--- config.mk ---
export PLATFORM = sky130hd
export DESIGN_NAME = vend_actuator_ctrl
export DESIGN_NICKNAME = d
export VERILOG_FILES = /design/src/rtl/vend_pkg.sv /design/src/rtl/vend_pulse_timer.sv /design/src/rtl/vend_actuator_ctrl.sv
export SDC_FILE = /design/constraint.sdc
export NUM_CORES = 1
export LEC_CHECK = 0
export CELL_PAD_IN_SITES_DETAIL_PLACEMENT = 0
export CELL_PAD_IN_SITES_GLOBAL_PLACEMENT = 2
export CORE_ASPECT_RATIO = 0.75
export CORE_MARGIN = 8
export CORE_UTILIZATION = 24
export DETAILED_ROUTE_END_ITERATION = 10
export PLACE_DENSITY = 0.53
export SLEW_MARGIN = 40
export SYNTH_ARGS = -nofsm -noshare
export SYNTH_HDL_FRONTEND = slang
export SYNTH_HIERARCHICAL = 1
export SYNTH_SLANG_ARGS = --single-unit
--- constraint.sdc ---
create_clock -name clk -period 8.6 [get_ports clk]
set_clock_uncertainty 0.05 [all_clocks]
set_input_delay 1.72 -clock clk [delete_from_list [all_inputs] [get_ports clk]]
set_output_delay 1.72 -clock clk [all_outputs]
set_load 0.05 [all_outputs]
--- src/rtl/vend_pkg.sv ---
// Shared definitions for the vending actuator controller: channel indices,
// FSM state encoding and the fixed-priority channel picker.
package vend_pkg;

  localparam int NUM_CH = 4;

  // Channel indices; ascending index is also descending launch priority.
  localparam int CH_JOLT   = 0;
  localparam int CH_BUZZ   = 1;
  localparam int CH_DIME   = 2;
  localparam int CH_NICKEL = 3;

  // Per-channel pending counters saturate here.
  localparam logic [1:0] PEND_MAX = 2'd3;

  typedef enum logic [1:0] {
    ST_IDLE = 2'd0,
    ST_FIRE = 2'd1,
    ST_GAP  = 2'd2
  } state_t;

  // Lowest set index wins: jolt > buzz > dime > nickel.
  function automatic logic [1:0] pick_channel(input logic [NUM_CH-1:0] req);
    logic [1:0] ch;
    ch = 2'(CH_NICKEL);
    for (int i = NUM_CH - 1; i >= 0; i--) begin
      if (req[i]) ch = 2'(i);
    end
    return ch;
  endfunction

endpackage

--- src/rtl/vend_pulse_timer.sv ---
// Loadable down-counter shared by the FIRE and GAP phases. It stops at zero
// and flags it; a load always wins over counting.
module vend_pulse_timer #(
  parameter int CNT_W = 23
) (
  input  logic             clk,
  input  logic             reset,
  input  logic             load,
  input  logic [CNT_W-1:0] load_val,
  output logic             zero
);

  logic [CNT_W-1:0] cnt;

  // Count down toward zero, reloading on request.
  always_ff @(posedge clk) begin
    if (reset) begin
      cnt <= '0;
    end else if (load) begin
      cnt <= load_val;
    end else if (cnt != '0) begin
      cnt <= cnt - CNT_W'(1);
    end
  end

  assign zero = (cnt == '0);

endmodule

--- src/rtl/vend_actuator_ctrl.sv ---
// Vending actuator controller: accepts 1-cycle dispense/return strobes,
// queues them per channel, tracks product stock, and drives one solenoid at a
// time for a fixed on-time followed by a mandatory all-off gap.
module vend_actuator_ctrl
  import vend_pkg::*;
#(
  parameter int PULSE_CYCLES = 5000000,
  parameter int GAP_CYCLES   = 2500000,
  parameter int STOCK_INIT   = 8,
  parameter int CNT_W        = 23
) (
  input  logic       clk,
  input  logic       reset,
  input  logic       dispense_jolt,
  input  logic       dispense_buzz,
  input  logic       return_nickel,
  input  logic       return_dime,
  input  logic       restock,
  output logic       sol_jolt,
  output logic       sol_buzz,
  output logic       sol_nickel,
  output logic       sol_dime,
  output logic       busy,
  output logic [3:0] jolt_stock,
  output logic [3:0] buzz_stock,
  output logic       jolt_empty,
  output logic       buzz_empty,
  output logic       req_dropped
);

  localparam logic [3:0]       STOCK_FULL = 4'(STOCK_INIT);
  localparam logic [CNT_W-1:0] PULSE_LOAD = CNT_W'(PULSE_CYCLES - 1);
  localparam logic [CNT_W-1:0] GAP_LOAD   = CNT_W'(GAP_CYCLES - 1);

  state_t            state;
  logic [NUM_CH-1:0] sol;
  logic [NUM_CH-1:0] strobe;
  logic [NUM_CH-1:0] accept;
  logic [NUM_CH-1:0] pend_nz;
  logic [NUM_CH-1:0] launch_vec;
  logic [1:0]        pend [NUM_CH];
  logic [3:0]        stock [2];
  logic              launch;
  logic [1:0]        pick;
  logic              t_load;
  logic [CNT_W-1:0]  t_load_val;
  logic              t_zero;

  assign strobe[CH_JOLT]   = dispense_jolt;
  assign strobe[CH_BUZZ]   = dispense_buzz;
  assign strobe[CH_DIME]   = return_dime;
  assign strobe[CH_NICKEL] = return_nickel;

  // Acceptance, arbitration and launch decode from the current registered state.
  always_comb begin
    // NOTE: every signal gets a default before any conditional assignment, so
    // no path can leave it unassigned and imply a latch.
    accept     = '0;
    pend_nz    = '0;
    launch_vec = '0;
    for (int i = 0; i < NUM_CH; i++) begin
      pend_nz[i] = (pend[i] != 2'd0);
      accept[i]  = strobe[i] && (pend[i] != PEND_MAX);
    end
    // Product channels also need a unit on the shelf; a same-cycle restock
    // supplies one.
    accept[CH_JOLT] = accept[CH_JOLT] && ((stock[CH_JOLT] != 4'd0) || restock);
    accept[CH_BUZZ] = accept[CH_BUZZ] && ((stock[CH_BUZZ] != 4'd0) || restock);

    pick   = pick_channel(pend_nz);
    launch = (state == ST_IDLE) && (pend_nz != '0);
    for (int i = 0; i < NUM_CH; i++) begin
      launch_vec[i] = launch && (pick == 2'(i));
    end

    t_load     = launch || ((state == ST_FIRE) && t_zero);
    t_load_val = launch ? PULSE_LOAD : GAP_LOAD;
  end

  // Pending counters: +1 on accept, -1 on launch, both together cancel.
  always_ff @(posedge clk) begin
    // NOTE: these small counter arrays are plain flops, so they are cleared
    // explicitly on reset like any other state register.
    if (reset) begin
      for (int i = 0; i < NUM_CH; i++) pend[i] <= 2'd0;
    end else begin
      for (int i = 0; i < NUM_CH; i++) begin
        // NOTE: non-blocking updates, so every channel and every other block
        // sees the same pre-edge pend values in this cycle.
        case ({accept[i], launch_vec[i]})
          2'b10:   pend[i] <= pend[i] + 2'd1;
          2'b01:   pend[i] <= pend[i] - 2'd1;
          default: pend[i] <= pend[i];
        endcase
      end
    end
  end

  // Stock: consumed at acceptance; restock refills, minus any same-cycle sale.
  always_ff @(posedge clk) begin
    if (reset) begin
      for (int i = 0; i < 2; i++) stock[i] <= STOCK_FULL;
    end else begin
      for (int i = 0; i < 2; i++) begin
        if (restock) begin
          stock[i] <= accept[i] ? STOCK_FULL - 4'd1 : STOCK_FULL;
        end else if (accept[i]) begin
          stock[i] <= stock[i] - 4'd1;
        end
      end
    end
  end

  // Sticky flag for any strobe that could not be accepted.
  always_ff @(posedge clk) begin
    if (reset) begin
      req_dropped <= 1'b0;
    end else if ((strobe & ~accept) != '0) begin
      req_dropped <= 1'b1;
    end
  end

  // Pulse sequencer: IDLE picks a channel, FIRE holds its solenoid, GAP rests.
  always_ff @(posedge clk) begin
    if (reset) begin
      state <= ST_IDLE;
      sol   <= '0;
    end else begin
      case (state)
        ST_IDLE: begin
          sol <= '0;
          if (launch) begin
            sol   <= launch_vec;
            state <= ST_FIRE;
          end
        end
        ST_FIRE: begin
          if (t_zero) begin
            sol   <= '0;
            state <= ST_GAP;
          end
        end
        ST_GAP: begin
          sol <= '0;
          if (t_zero) state <= ST_IDLE;
        end
        default: begin
          sol   <= '0;
          state <= ST_IDLE;
        end
      endcase
    end
  end

  vend_pulse_timer #(
    .CNT_W (CNT_W)
  ) u_timer (
    .clk      (clk),
    .reset    (reset),
    .load     (t_load),
    .load_val (t_load_val),
    .zero     (t_zero)
  );

  assign sol_jolt    = sol[CH_JOLT];
  assign sol_buzz    = sol[CH_BUZZ];
  assign sol_dime    = sol[CH_DIME];
  assign sol_nickel  = sol[CH_NICKEL];
  assign busy        = (state != ST_IDLE) || (pend_nz != '0);
  assign jolt_stock  = stock[CH_JOLT];
  assign buzz_stock  = stock[CH_BUZZ];
  assign jolt_empty  = (stock[CH_JOLT] == 4'd0);
  assign buzz_empty  = (stock[CH_BUZZ] == 4'd0);

endmodule

==> results of run 1 <==
-- layer usage --
| metal | part of all wire (%) | routed length (microns) | global-route usage (%) |
|---|---|---|---|
| met5 | 0 | 0 | 0 |
| met3 | 4.7 | 327 | 2.54 |
| met2 | 39 | 2730 | 13.9 |
| met4 | 0.63 | 44 | 2.58 |
| met1 | 56 | 3920 | 14.0 |
-- through the flow --
stage / total power, W / cell area [sq um] / worst slack (ns) / cells / utilization (%)
after floorplan: 0.000600 / 2780 / 4.59 / 322 / -
after global placement: 0.000708 / 3150 / 4.64 / 479 / 27.7
after detailed placement: 0.000699 / 3160 / 4.58 / 479 / 27.8
after CTS: 0.000959 / 3350 / 4.37 / 487 / 29.5
after global routing: 0.00101 / 3350 / 4.24 / 487 / 29.5
final: 0.000945 / 3350 / 4.38 / 487 / 29.5
-- worst paths after layout --
kind | slack [ns] | end | from | depth (start not counted)
worst max-delay path | 4.38 | buzz_empty | stock[1][0] | 4
worst min register to register | 0.40 | sol[1] | sol[1] | 2
worst max register to register | 5.02 | u_timer/cnt[22] | u_timer/cnt[0] | 11
worst min-delay path | 0.40 | sol[1] | sol[1] | 2
-- worst reg2reg max path, stage by stage (launching register included) --
cell and delay (ns):
dfxtp_1 0.34, inv_1 0.08, ha_1 0.21, nor4b_2 0.41, nand4_2 0.36, nor2_1 0.57
nand3b_1 0.17, nand2_1 0.45, buf_4 0.31, inv_1 0.21, o311ai_0 0.17, a21oi_1 0.12
-- power by group through the flow --
stage | registers (W) | logic [W] | clock network [W]
after floorplan | 0.000365 | 0.000236 | 0
after global placement | 0.000340 | 0.000369 | 0
after detailed placement | 0.000338 | 0.000362 | 0
after CTS | 0.000334 | 0.000365 | 0.000261
after global routing | 0.000342 | 0.000405 | 0.000267
final | 0.000334 | 0.000363 | 0.000249
-- layout by cell type, fill, tap and decap left out, types with 5 or more instances in the layout --
cell type and instances:
a211oi_1 5, a21oi_1 22, and2_1 6, clkbuf_16 5, clkdlybuf4s50_1 21, conb_1 12, dfxtp_1 30, edfxtp_1 16
ha_1 15, inv_1 23, nand2_1 33, nor2_1 22, nor3_1 17, nor4_1 8, o21ai_0 11, o22ai_1 6
or3_1 9, xnor2_1 12, xor2_1 7
-- cell type report --
type,instances,share of cell area [%]
sequential,46,32.3
timing repair buffer,24,6.87
clock buffer,5,3.73
multi-input combinational,242,47.3
clock inverter,3,1.90
inverter,23,2.58
tap,144,5.38
-- flip-flops by register name, summed over array words and instances (netlist names) --
register and flops:
state 2, req_dropped 1, u_timer/cnt 23, pend 8, sol 4, stock 8
-- cell families after synthesis --
group	count (synthesis)	share of synthesized area [%]
DFF	46	39.4
xor gates and xnor gates	19	6.06
other	2	0.273
AOI/OAI and AO/OA	72	18.1
muxes	1	0.364
and+or+nand+nor	123	24.3
adders and majority gates	15	6.83
buffers and inverters	34	4.69
==> flow_summary.json, run 1 <==
{
  "status": "finished, final reports clean",
  "dieArea_sq_um": 15200,
  "area_growth_pct": 22.0,
  "switchingPower_w": 0.000355,
  "synthFlopType": "dfxtp_1",
  "place.gp.congestion": 0.712,
  "async_reset_ff_share_pct": 0,
  "critical-path-max-stage-delay_ns": 0.92,
  "dp_hpwl_microns": 5010,
  "yosys.cell_types.count": 57,
  "portBuffers": 22,
  "first_global_vias": 2210,
  "num_io_pins": 23,
  "sw_frac_of_total_pct": 37.6,
  "syn_area_sq_um": 2750,
  "routed_wl_microns": 7020,
  "synthCells": 312,
  "arrival_ns": 2.45,
  "ant_nets": 0,
  "crit_chain": "inv_1, ha_1, nor3b_1, clkdlybuf4s50_1",
  "cts_buffers": 5,
  "cts_tree": "yes",
  "clkTransAtPathRegs_ns": 0.07,
  "ys_warn_count": 6,
  "peakVddDrop_uv": 70.9,
  "viasPerCell": 4.65,
  "cts_resized": 0,
  "p_seq_share_pct": 35.3,
  "startpoint_type": "register",
  "vias": 2264,
  "timing.hold.worst.class": "register to register",
  "drv_slew": 0,
  "yosys-top-cells-count": "nand2_1, dfxtp_1, inv_1, a21oi_1, nor2_1",
  "yosysMostFrequentCell": "nand2_1",
  "coreArea_sq_um": 11400,
  "synth.top_cell.area_share_pct": 21.9,
  "die_h_microns": 109,
  "yosysTopAreaCell": "dfxtp_1",
  "syn_area_per_cell_sq_um": 8.80,
  "nNetsFinal": 364,
  "synth-seq-cells": 46,
  "grt_start_max_net_pins": 50,
  "drcViolationCount": 0,
  "start_util_pct": 24.2,
  "postCtsHoldBufs": 0,
  "track_usage_pct": 9.69,
  "p_clk_share_pct": 26.3,
  "clk_latency_ns": 0.29,
  "synth-edff-count": 16,
  "cp_max_fo": 5,
  "multi_input_area_sq_um": 1590,
  "antennaDiodeCount": 0,
  "hold_viol_final": 0,
  "drtIter0Drc": 111,
  "cts_setup_buffers": 0,
  "register_area_sq_um": 1080,
  "pwr-share-comb_pct": 38.4,
  "p_leak_nw": 1.28,
  "critPathBufInv": 2,
  "worst_pin_slew_ns": 0.583,
  "wl_per_cell_microns": 14.4,
  "fin_crit_sh_pct": 49.1,
  "whs_ns": 0.404,
  "end_kind": "primary output",
  "cts_max_path_buffers": 2,
  "maxSlewHeadroom_pct": 60.8,
  "fillers": 1165,
  "worstSetupPathType": "register to primary output",
  "max_cap_viol_count": 0,
  "grt_pass1_wl_microns": 11700,
  "fp.dieW_microns": 140,
  "period_needed_ns": 4.22,
  "p_int_w": 0.000590,
  "cts_max_level": 2,
  "setup_viol": 0,
  "critical_path_required_ns": 6.83,
  "grt_antenna_before_repair": 0,
  "drive_gt1_share_pct": 8.75,
  "clock_sinks": 46,
  "critPathTopFamily": "buffers and inverters",
  "synth-seq-area-share_pct": 39.4,
  "overflow": 0,
  "fmax_mhz": 237,
  "cts-root-buf": "clkbuf_16",
  "finalSetupTns_ns": 0,
  "firstDrtPassIters": 4,
  "cellPowerDensity_nw_per_um2": 282,
  "netlist_top_cells_area": "dfxtp_1, edfxtp_1, ha_1",
  "row_count": 34,
  "rsz0062_at_grt": "false",
  "crit_path_top_delay_cell": "clkdlybuf4s50_1"
}
No activity file was read; power rests on OpenSTA's default activity.
==> inputs of run 2 (changes only) <==
Settings changed: PLACE_DENSITY 0.53 to 0.55.
Clock period 8.6 ns to 3.4 ns, I/O delays scaled along.
==> flow_summary.json, run 2 (synthesis gave the netlist of run 1 again) <==
{
  "layout_commonest_cell": "nand2_1",
  "antennaDiodeCount": 0,
  "nNetsFinal": 371,
  "cts_resized": 0,
  "r2r_start": "pend[1][0]",
  "cts-root-buf": "clkbuf_16",
  "cp_max_fo": 5,
  "mostFrequentLayoutCells": "nand2_1, dfxtp_1, inv_1, nor2_1, a21oi_1",
  "first_global_vias": 2239,
  "fmax_mhz": 337,
  "reg_top3": "u_timer/cnt (23), pend (8), stock (8)",
  "cellPowerDensity_nw_per_um2": 677,
  "whs_ns": 0.409,
  "cts_buffers": 5,
  "wl_per_cell_microns": 14.9,
  "wl_met2_microns": 2810,
  "die_h_microns": 109,
  "start_util_pct": 24.2,
  "worst_slack_ns": 0.433,
  "total_power_w": 0.00227,
  "period_needed_ns": 2.97,
  "critical_path_required_ns": 2.67,
  "area_growth_pct": 21.9,
  "fp.dieW_microns": 140,
  "num_io_pins": 23,
  "top_layer_used": "met4",
  "wl_met1_microns": 4180,
  "crit_start": "pend[1][0]",
  "fillers": 1216,
  "end_kind": "primary output",
  "dp_hpwl_microns": 5340,
  "track_usage_pct": 10.0,
  "postCtsHoldBufs": 0,
  "post-place-ws_ns": 0.488,
  "vias": 2332,
  "cts_tree": "yes",
  "drv_slew": 0,
  "crit_end": "busy",
  "overflow": 0,
  "wl_met3_microns": 304,
  "peakVddDrop_uv": 212,
  "portBuffers": 22,
  "maxSlewHeadroom_pct": 66.1,
  "row_count": 34,
  "fin_crit_sh_pct": 87.3,
  "grt_pass1_wl_microns": 12200,
  "startpoint_type": "register",
  "drive_gt1_share_pct": 10.0,
  "grt_antenna_before_repair": 0,
  "coreArea_sq_um": 11400,
  "cts_max_path_buffers": 2,
  "finalSetupTns_ns": 0,
  "hold_viol_final": 0,
  "place.gp.congestion": 0.737,
  "rsz0062_at_grt": "false",
  "setup_viol": 0,
  "min_from": "sol[3]",
  "drtIter0Drc": 104,
  "worstSetupPathType": "register to primary output",
  "top_register": "u_timer/cnt",
  "r2r_cells": 7,
  "clock_sinks": 46,
  "drcViolationCount": 0,
  "cts_max_level": 2,
  "status": "finished, final reports clean",
  "r2r-end": "u_timer/cnt[18]",
  "cts_setup_buffers": 0,
  "grt_start_max_net_pins": 22,
  "post-route-util_pct": 29.5,
  "clk_latency_ns": 0.29,
  "timing.hold.worst.class": "register to register",
  "ant_nets": 0,
  "viasPerCell": 4.72,
  "routed_wl_microns": 7350,
  "worst-r2r-setup-slack_ns": 0.77,
  "max_cap_viol_count": 0,
  "p_leak_nw": 1.29,
  "firstDrtPassIters": 4,
  "arrival_ns": 2.24,
  "largest_register_ffs": 23,
  "dieArea_sq_um": 15200,
  "worst_pin_slew_ns": 0.507,
  "clkTransAtPathRegs_ns": 0.07
}
-- run 2: changes by cell type in the layout (fill, tap and decap cells not counted) --
cell       delta
buf_4         +7
bufinv_16     -2
clkbuf_1      +1
clkinv_2      +1
nor4b_1       +1
nor4b_2       -1
-- run 2: per-stage QoR --
| stage | cells | instance area (sq um) |
|---|---|---|
| finish | 494 | 3350 |
| global route | 494 | 3350 |
| CTS | 494 | 3350 |
| detailed placement | 486 | 3210 |
| global placement | 486 | 3210 |
| floorplan | 322 | 2790 |
-- run 2: worst min-delay path by stage --
stage	to	cells after the start	slack, ns
finish	sol[3]	2	0.41
floorplan	u_timer/cnt[22]	2	0.42
detailed placement	sol[2]	2	0.40
global placement	sol[2]	2	0.40
global route	sol[2]	2	0.44
CTS	sol[2]	2	0.41
-- run 2: area by class of cell --
cell class	count	area, sq um	share of cell area (%)
clock inverter	2	8.76	0.262
sequential	46	1080	32.3
timing repair buffer	31	283	8.45
tap	144	180	5.38
inverter	23	86.3	2.58
multi-input combinational	242	1580	47.2
clock buffer	6	129	3.85
-- run 2: critical path, cell delays in order, from the launching register on --
cell             delay [ns]
edfxtp_1               0.48
nor4_1                 0.45
and2_1                 0.19
nand3_1                0.10
clkdlybuf4s50_1        0.73
-- run 2: power breakdown --
group | total, W | internal [W] | switching [W]
Combinational | 0.000940 | 0.000380 | 0.000559
Clock | 0.000481 | 0.000270 | 0.000212
Sequential | 0.000846 | 0.000709 | 0.000137
-- run 2: layer usage --
metal,track usage (%),vias up
li1,-,1192
met1,15.2,1096
met2,14.1,40
met3,1.84,4
met4,2.34,0
met5,0,-
